--- src/rtl/instr_encoder.sv ---
`default_nettype none
// ============================================================================
// Module   : instr_encoder
// Purpose  : Encodes an enumerated MIPS instruction request into its 32-bit
//            machine word and queues it in a small FIFO. The word at the
//            FIFO head is presented together with its instruction-memory
//            address, in program order.
// Revision : 1.0  initial release
// ============================================================================
module instr_encoder #(
  parameter int unsigned DEPTH = 4,
  parameter logic [31:0] BASE  = 32'h0000_3000
) (
  input  logic        clk,
  input  logic        reset,
  input  logic        in_valid,
  output logic        in_ready,
  input  logic [5:0]  op_sel,
  input  logic [4:0]  rs,
  input  logic [4:0]  rt,
  input  logic [4:0]  rd,
  input  logic [15:0] imm,
  input  logic [25:0] target,
  output logic        out_valid,
  input  logic        out_ready,
  output logic [31:0] out_word,
  output logic [31:0] out_addr,
  output logic        err,
  output logic [7:0]  illegal_cnt
);

  localparam int unsigned PTR_W = $clog2(DEPTH);
  localparam int unsigned CNT_W = PTR_W + 1;

  // Instruction selector codes (op_sel[5] set means illegal)
  localparam logic [4:0] OP_ADD     = 5'd0;
  localparam logic [4:0] OP_ADDI    = 5'd1;
  localparam logic [4:0] OP_SUB     = 5'd2;
  localparam logic [4:0] OP_AND     = 5'd3;
  localparam logic [4:0] OP_ANDI    = 5'd4;
  localparam logic [4:0] OP_OR      = 5'd5;
  localparam logic [4:0] OP_ORI     = 5'd6;
  localparam logic [4:0] OP_SLT     = 5'd7;
  localparam logic [4:0] OP_SLTU    = 5'd8;
  localparam logic [4:0] OP_MULT    = 5'd9;
  localparam logic [4:0] OP_MULTU   = 5'd10;
  localparam logic [4:0] OP_DIV     = 5'd11;
  localparam logic [4:0] OP_DIVU    = 5'd12;
  localparam logic [4:0] OP_MFHI    = 5'd13;
  localparam logic [4:0] OP_MFLO    = 5'd14;
  localparam logic [4:0] OP_MTHI    = 5'd15;
  localparam logic [4:0] OP_MTLO    = 5'd16;
  localparam logic [4:0] OP_LW      = 5'd17;
  localparam logic [4:0] OP_LH      = 5'd18;
  localparam logic [4:0] OP_LB      = 5'd19;
  localparam logic [4:0] OP_SW      = 5'd20;
  localparam logic [4:0] OP_SH      = 5'd21;
  localparam logic [4:0] OP_SB      = 5'd22;
  localparam logic [4:0] OP_BEQ     = 5'd23;
  localparam logic [4:0] OP_BNE     = 5'd24;
  localparam logic [4:0] OP_LUI     = 5'd25;
  localparam logic [4:0] OP_JAL     = 5'd26;
  localparam logic [4:0] OP_JR      = 5'd27;
  localparam logic [4:0] OP_ERET    = 5'd28;
  localparam logic [4:0] OP_SYSCALL = 5'd29;
  localparam logic [4:0] OP_MFC0    = 5'd30;
  localparam logic [4:0] OP_MTC0    = 5'd31;

  localparam logic [4:0] Z5 = 5'd0;

  function automatic logic [31:0] r_word(input logic [4:0] s, input logic [4:0] t,
                                         input logic [4:0] d, input logic [5:0] funct);
    return {6'h00, s, t, d, 5'b0, funct};
  endfunction

  function automatic logic [31:0] i_word(input logic [5:0] opc, input logic [4:0] s,
                                         input logic [4:0] t, input logic [15:0] im);
    return {opc, s, t, im};
  endfunction

  logic [31:0]      enc_word;
  logic             legal;
  logic             accept;
  logic             push;
  logic             pop;

  logic [31:0]      mem_q [DEPTH];
  logic [PTR_W-1:0] wr_ptr_q, wr_ptr_d;
  logic [PTR_W-1:0] rd_ptr_q, rd_ptr_d;
  logic [CNT_W-1:0] count_q, count_d;
  logic [31:0]      addr_q, addr_d;
  logic             err_q, err_d;
  logic [7:0]       ill_q, ill_d;

  // Combinational encoding of the incoming request into a machine word
  always_comb begin
    enc_word = 32'h0000_0000;
    unique case (op_sel[4:0])
      OP_ADD:     enc_word = r_word(rs, rt, rd, 6'h20);
      OP_SUB:     enc_word = r_word(rs, rt, rd, 6'h22);
      OP_AND:     enc_word = r_word(rs, rt, rd, 6'h24);
      OP_OR:      enc_word = r_word(rs, rt, rd, 6'h25);
      OP_SLT:     enc_word = r_word(rs, rt, rd, 6'h2A);
      OP_SLTU:    enc_word = r_word(rs, rt, rd, 6'h2B);
      OP_MULT:    enc_word = r_word(rs, rt, Z5, 6'h18);
      OP_MULTU:   enc_word = r_word(rs, rt, Z5, 6'h19);
      OP_DIV:     enc_word = r_word(rs, rt, Z5, 6'h1A);
      OP_DIVU:    enc_word = r_word(rs, rt, Z5, 6'h1B);
      OP_MFHI:    enc_word = r_word(Z5, Z5, rd, 6'h10);
      OP_MFLO:    enc_word = r_word(Z5, Z5, rd, 6'h12);
      OP_MTHI:    enc_word = r_word(rs, Z5, Z5, 6'h11);
      OP_MTLO:    enc_word = r_word(rs, Z5, Z5, 6'h13);
      OP_JR:      enc_word = r_word(rs, Z5, Z5, 6'h08);
      OP_SYSCALL: enc_word = r_word(Z5, Z5, Z5, 6'h0C);
      OP_ADDI:    enc_word = i_word(6'h08, rs, rt, imm);
      OP_ANDI:    enc_word = i_word(6'h0C, rs, rt, imm);
      OP_ORI:     enc_word = i_word(6'h0D, rs, rt, imm);
      OP_LW:      enc_word = i_word(6'h23, rs, rt, imm);
      OP_LH:      enc_word = i_word(6'h21, rs, rt, imm);
      OP_LB:      enc_word = i_word(6'h20, rs, rt, imm);
      OP_SW:      enc_word = i_word(6'h2B, rs, rt, imm);
      OP_SH:      enc_word = i_word(6'h29, rs, rt, imm);
      OP_SB:      enc_word = i_word(6'h28, rs, rt, imm);
      OP_BEQ:     enc_word = i_word(6'h04, rs, rt, imm);
      OP_BNE:     enc_word = i_word(6'h05, rs, rt, imm);
      OP_LUI:     enc_word = i_word(6'h0F, Z5, rt, imm);
      OP_JAL:     enc_word = {6'h03, target};
      OP_ERET:    enc_word = 32'h4200_0018;
      OP_MFC0:    enc_word = {6'h10, 5'h00, rt, rd, 11'b0};
      OP_MTC0:    enc_word = {6'h10, 5'h04, rt, rd, 11'b0};
      default:    enc_word = 32'h0000_0000;
    endcase
  end

  // Handshake decode; in_ready comes only from the registered count, so a
  // pop in the same cycle never frees a slot early
  always_comb begin
    legal     = ~op_sel[5];
    in_ready  = reset & (count_q < CNT_W'(DEPTH));
    out_valid = (count_q != '0);
    accept    = in_valid & in_ready;
    push      = accept & legal;
    pop       = out_valid & out_ready;
  end

  // Next-state computation for pointers, occupancy, address and error status
  always_comb begin
    wr_ptr_d = push ? wr_ptr_q + PTR_W'(1) : wr_ptr_q;
    rd_ptr_d = pop  ? rd_ptr_q + PTR_W'(1) : rd_ptr_q;
    count_d  = count_q;
    unique case ({push, pop})
      2'b10:   count_d = count_q + CNT_W'(1);
      2'b01:   count_d = count_q - CNT_W'(1);
      default: count_d = count_q;
    endcase
    addr_d = pop ? addr_q + 32'd4 : addr_q;
    err_d  = err_q | (accept & ~legal);
    ill_d  = ill_q;
    if (accept && !legal && ill_q != 8'hFF) begin
      ill_d = ill_q + 8'd1;
    end
  end

  // Control state registers with synchronous active-low reset
  always_ff @(posedge clk) begin
    if (!reset) begin
      wr_ptr_q <= '0;
      rd_ptr_q <= '0;
      count_q  <= '0;
      addr_q   <= BASE;
      err_q    <= 1'b0;
      ill_q    <= 8'd0;
    end else begin
      wr_ptr_q <= wr_ptr_d;
      rd_ptr_q <= rd_ptr_d;
      count_q  <= count_d;
      addr_q   <= addr_d;
      err_q    <= err_d;
      ill_q    <= ill_d;
    end
  end

  // FIFO storage; contents need no reset because out_valid gates them
  always_ff @(posedge clk) begin
    if (push) begin
      mem_q[wr_ptr_q] <= enc_word;
    end
  end

  // Output drive from registered state only
  always_comb begin
    out_word    = mem_q[rd_ptr_q];
    out_addr    = addr_q;
    err         = err_q;
    illegal_cnt = ill_q;
  end

endmodule
`default_nettype wire

--- config.mk ---
export PLATFORM = sky130hd
export DESIGN_NAME = instr_encoder
export DESIGN_NICKNAME = d
export VERILOG_FILES = /design/src/rtl/instr_encoder.sv
export SDC_FILE = /design/constraint.sdc
export NUM_CORES = 1
export LEC_CHECK = 0
export ABC_AREA = 1
export ABC_CLOCK_PERIOD_IN_PS = 6100
export CORE_MARGIN = 3
export CORE_UTILIZATION = 59
export DETAILED_ROUTE_END_ITERATION = 10
export PLACE_DENSITY = 0.86
export SYNTH_ARGS = -nofsm -noshare
export SYNTH_HDL_FRONTEND = slang
export SYNTH_SLANG_ARGS = --single-unit
--- constraint.sdc ---
create_clock -name clk -period 6.1 [get_ports clk]
set_input_delay 0.915 -clock clk [delete_from_list [all_inputs] [get_ports clk]]
set_output_delay 0.915 -clock clk [all_outputs]
set_load 0.01 [all_outputs]
==> flow_summary.html <==
<table>
<tr><th>Metric</th><th>Value</th></tr>
<tr><th colspan="2">Finish</th></tr>
<tr><td>Commonest cells after routing, fill and taps aside</td><td>sky130_fd_sc_hd__nand2_1, sky130_fd_sc_hd__nor2_1, sky130_fd_sc_hd__clkdlybuf4s50_1</td></tr>
<tr><td>Final #Nets</td><td>1309</td></tr>
<tr><td>Share of post-route cells with drive strength above 1</td><td>0.0585</td></tr>
<tr><td>Final antenna diode count</td><td>0</td></tr>
<tr><td>Core utilization of the finished layout</td><td>0.753</td></tr>
<tr><td>Post-layout instance area</td><td>0.0112 mm²</td></tr>
<tr><td>Most common cell after layout, fill and taps aside</td><td>sky130_fd_sc_hd__nand2_1</td></tr>
<tr><td>Area growth from synthesis to layout</td><td>22.9%</td></tr>
<tr><th colspan="2">Setup path</th></tr>
<tr><td>Type of origin of the critical path</td><td>primary input</td></tr>
<tr><td>Worst reg2reg endpoint</td><td>count_q[2]$_SDFFE_PN0P_</td></tr>
<tr><td>Required time at the endpoint of the critical path</td><td>6.25 ns</td></tr>
<tr><td>Worst reg-to-reg path cell count</td><td>11</td></tr>
<tr><td>Critical path capture point type</td><td>register</td></tr>
<tr><td>Critical Path Start</td><td>op_sel[4]</td></tr>
<tr><td>Worst setup slack for register-to-register paths</td><td>3.66 ns</td></tr>
<tr><td>Count of buffering cells on the critical path with inverters included</td><td>2</td></tr>
<tr><td>Max FO, Critical Path</td><td>36</td></tr>
<tr><td>CP max stage delay</td><td>0.89 ns</td></tr>
<tr><td>Classification of the worst setup path</td><td>primary input to register</td></tr>
<tr><td>Cell at the slowest stage of the critical path</td><td>sky130_fd_sc_hd__clkdlybuf4s50_1</td></tr>
<tr><td>Data arrival time of the critical path</td><td>4.02 ns</td></tr>
<tr><td>Critical path, cell by cell</td><td>clkdlybuf4s50_1 -&gt; inv_2 -&gt; nand3_1 -&gt; nand3_1 -&gt; nor2_2 -&gt; nand2_1 -&gt; a21oi_1 -&gt; nand2_1</td></tr>
<tr><td>Critical register-to-register path startpoint</td><td>count_q[1]$_SDFFE_PN0P_</td></tr>
<tr><td>Family with the most delay on the worst path</td><td>simple AND/OR/NAND/NOR gates</td></tr>
<tr><th colspan="2">Power and ir drop</th></tr>
<tr><td>Register share of total power</td><td>0.460</td></tr>
<tr><td>Power share of the combinational group</td><td>0.180</td></tr>
<tr><td>Internal Power</td><td>2150 µW</td></tr>
<tr><td>Net Switching</td><td>782 µW</td></tr>
<tr><td>Power Density</td><td>262 mW/mm²</td></tr>
<tr><td>Sw frac</td><td>0.267</td></tr>
<tr><td>Clock share of power</td><td>0.360</td></tr>
<tr><td>Total leakage power</td><td>0.00438 µW</td></tr>
<tr><td>VDD IR max</td><td>0.237 mV</td></tr>
<tr><th colspan="2">Clock tree</th></tr>
<tr><td>Buffers from clock root to sink, at most</td><td>2</td></tr>
<tr><td>H-tree depth</td><td>4</td></tr>
<tr><td>Clock tree from TritonCTS</td><td>yes</td></tr>
<tr><td>CTS Hold Bufs</td><td>0</td></tr>
<tr><td>Post-CTS Setup Repair Bufs</td><td>0</td></tr>
<tr><td>Clock sink count</td><td>176</td></tr>
<tr><td>Clock latency of the later-clocked register in the worst-skew pair</td><td>0.43 ns</td></tr>
<tr><td>Clock-pin transition on the worst setup and hold timing paths</td><td>0.06 ns</td></tr>
<tr><td>Count of cells resized by post-cts repair</td><td>0</td></tr>
<tr><td>Number of buffers added by the clock tree synthesis step</td><td>17</td></tr>
<tr><td>CTS root buf</td><td>sky130_fd_sc_hd__clkbuf_16</td></tr>
<tr><th colspan="2">Synthesis</th></tr>
<tr><td>Area of the mapped netlist</td><td>0.00907 mm²</td></tr>
<tr><td>Synth Area per Inst</td><td>8.17 µm²</td></tr>
<tr><td>Post-Synthesis Cells</td><td>1111</td></tr>
<tr><td>Synth unique cells</td><td>38</td></tr>
<tr><td>Part of the Yosys area used for sequential elements</td><td>0.529</td></tr>
<tr><td>Total of warnings raised by yosys</td><td>0</td></tr>
<tr><td>Number of storage elements in the synthesis netlist</td><td>176</td></tr>
<tr><th colspan="2">Timing</th></tr>
<tr><td>Actual transition at the worst max-transition pin</td><td>1.01 ns</td></tr>
<tr><td>Total of endpoints with negative setup slack in the final report</td><td>0</td></tr>
<tr><td>Final critical-path share of the clock period</td><td>0.634</td></tr>
<tr><td>Unrepaired setup endpoints after global routing</td><td>false</td></tr>
<tr><td>Final worst clock skew</td><td>0.00762 ns</td></tr>
<tr><td>Time the worst path needs with I/O delays and setup</td><td>3.87 ns</td></tr>
<tr><td>Hold Fails Final Rpt</td><td>0</td></tr>
<tr><td>Setup TNS after final layout</td><td>0 ns</td></tr>
<tr><td>Slew margin rel.</td><td>0.329</td></tr>
<tr><td>Max-slew violations</td><td>0</td></tr>
<tr><td>Maximum operating frequency</td><td>259 MHz</td></tr>
<tr><th colspan="2">Drt</th></tr>
<tr><td>Wirelength per Cell</td><td>16.7 µm</td></tr>
<tr><td>DRT Wirelength</td><td>23900 µm</td></tr>
<tr><td>Initial DRC count</td><td>927</td></tr>
<tr><td>Routed vias</td><td>8295</td></tr>
<tr><td>Total DRC errors in the routed layout</td><td>0</td></tr>
<tr><td>Post-DRT Antenna Nets</td><td>0</td></tr>
<tr><td>Router iterations before antenna repair</td><td>7</td></tr>
<tr><td>DR vias/cell</td><td>5.80</td></tr>
<tr><th colspan="2">Global routing</th></tr>
<tr><td>Largest net degree at the start of global routing</td><td>65</td></tr>
<tr><td>Final global-route overflow total</td><td>0</td></tr>
<tr><td>Number of global-route vias before repair</td><td>7532</td></tr>
<tr><td>Wire length of the first global-routing pass</td><td>37600 µm</td></tr>
<tr><td>Combined global-route utilization of all metal layers</td><td>0.282</td></tr>
<tr><td>Number of antenna violations at the first check in global routing</td><td>0</td></tr>
<tr><th colspan="2">Min path</th></tr>
<tr><td>Hold Crit Endpoint</td><td>out_addr[6]$_SDFFE_PN0P_</td></tr>
<tr><td>Min-delay src</td><td>out_addr[6]$_SDFFE_PN0P_</td></tr>
<tr><td>Number of stages on the worst hold path</td><td>2</td></tr>
<tr><td>Worst Hold Class</td><td>register to register</td></tr>
<tr><th colspan="2">Placed design</th></tr>
<tr><td>Sum of net half-perimeters after detailed placement</td><td>16000 µm</td></tr>
<tr><td>Placed cell areas</td><td>0.0106 mm²</td></tr>
<tr><td>Number of I/O port buffers</td><td>139</td></tr>
<tr><td>Routability Congestion</td><td>0.950</td></tr>
<tr><th colspan="2">Floorplanning</th></tr>
<tr><td>IO Count</td><td>142</td></tr>
<tr><td>Die outline width</td><td>130 µm</td></tr>
<tr><td>Number of rows in the core area</td><td>44</td></tr>
<tr><td>Height of the chip</td><td>130 µm</td></tr>
<tr><td>Core box area</td><td>0.0148 mm²</td></tr>
<tr><td>Initial Utilization</td><td>0.613</td></tr>
<tr><td>Total Die Area</td><td>0.0169 mm²</td></tr>
<tr><th colspan="2">Job</th></tr>
<tr><td>Number of max-cap violations</td><td>0</td></tr>
<tr><th colspan="2">Status</th></tr>
<tr><td>Outcome</td><td>finished clean</td></tr>
</table>
-- per-stage QoR --
step / worst slack, ns / power [µW] / hold slack [ns] / std cells
final: 2.23 / 2930 / 0.466 / 1431
after global routing: 2.08 / 3040 / 0.500 / 1431
after CTS: 2.36 / 2930 / 0.469 / 1431
after detailed placement: 1.94 / 1890 / 0.457 / 1399
after global placement: 2.05 / 1870 / 0.448 / 1399
after floorplan: 2.78 / 1650 / 0.436 / 1112
-- kinds of logic after synthesis --
kind of cell,after synthesis,share of synthesized area
xor gates and xnor gates,4,0.00386
AOI/OAI and AO/OA,196,0.116
adders and majority gates,8,0.0119
and+or+nand+nor,573,0.271
other,1,0.000413
DFF,176,0.529
buffers and inverters,153,0.0670
-- tightest hold or removal path, delay by kind of cell, from the launching register on --
kind / cells / cell delay (ns)
flops: 1 / 0.32
buf+inv: 1 / 0.05
compound gates: 1 / 0.05
-- metal layers --
| layer | vias up | track usage | part of all wire |
|---|---|---|---|
| li1 | 4005 | - | - |
| met1 | 3768 | 0.400 | 0.42 |
| met2 | 480 | 0.446 | 0.46 |
| met3 | 42 | 0.0512 | 0.097 |
| met4 | 0 | 0.0899 | 0.022 |
| met5 | - | 0 | 0 |
-- worst max-delay path by stage --
stage | to | slack [ns] | cells past startpoint
finish | mem_q[3][5]$_DFFE_PP_ | 2.23 | 8
global route | mem_q[3][5]$_DFFE_PP_ | 2.08 | 8
CTS | in_ready | 2.36 | 5
detailed placement | mem_q[1][5]$_DFFE_PP_ | 1.94 | 8
global placement | mem_q[0][5]$_DFFE_PP_ | 2.05 | 8
floorplan | mem_q[0][0]$_DFFE_PP_ | 2.78 | 6
-- flip-flops by register name (all words and copies together), names as in the netlist, named ones only --
name	flops
wr_ptr_q	2
mem_q	128
err	1
out_addr	30
count_q	3
illegal_cnt	8
rd_ptr_q	2
-- synth_stat cells, drive strengths merged --
library cell / instances / share of area
a31oi: 2 / 0.0014
ha: 7 / 0.0097
o211ai: 1 / 0.00083
nand2: 211 / 0.089
conb: 1 / 0.00041
o21a: 4 / 0.0033
o22ai: 32 / 0.022
clkinv: 1 / 0.00041
inv: 105 / 0.043
nor2: 201 / 0.088
nor3: 9 / 0.0050
buf: 19 / 0.012
dfxtp: 48 / 0.11
or3: 1 / 0.00069
nand3b: 1 / 0.00083
xor2: 4 / 0.0039
nand4: 26 / 0.018
a21oi: 53 / 0.029
nand3: 117 / 0.065
clkbuf: 28 / 0.012
o21ai: 97 / 0.053
or2: 6 / 0.0041
a211oi: 3 / 0.0025
a21o: 3 / 0.0025
edfxtp: 128 / 0.42
a221o: 1 / 0.0011
fa: 1 / 0.0022
and3: 1 / 0.00069
-- power groups by stage --
stage | registers [µW] | logic [µW] | clock network [µW]
3_3_place_gp | 1370 | 503 | 0
6_report | 1350 | 528 | 1050
2_1_floorplan | 1370 | 286 | 0
4_1_cts | 1350 | 522 | 1060
3_5_place_dp | 1370 | 518 | 0
5_1_grt | 1350 | 577 | 1120
-- layout make-up --
class,count,area (µm²)
Sequential cell,176,4810
Fill cell,1047,3650
Tap cell,184,230
Multi-Input combinational cell,783,3680
Timing Repair Buffer,150,1470
Inverter,106,398
Clock inverter,12,135
Clock buffer,20,437
No activity file was read; power rests on OpenSTA's default activity.
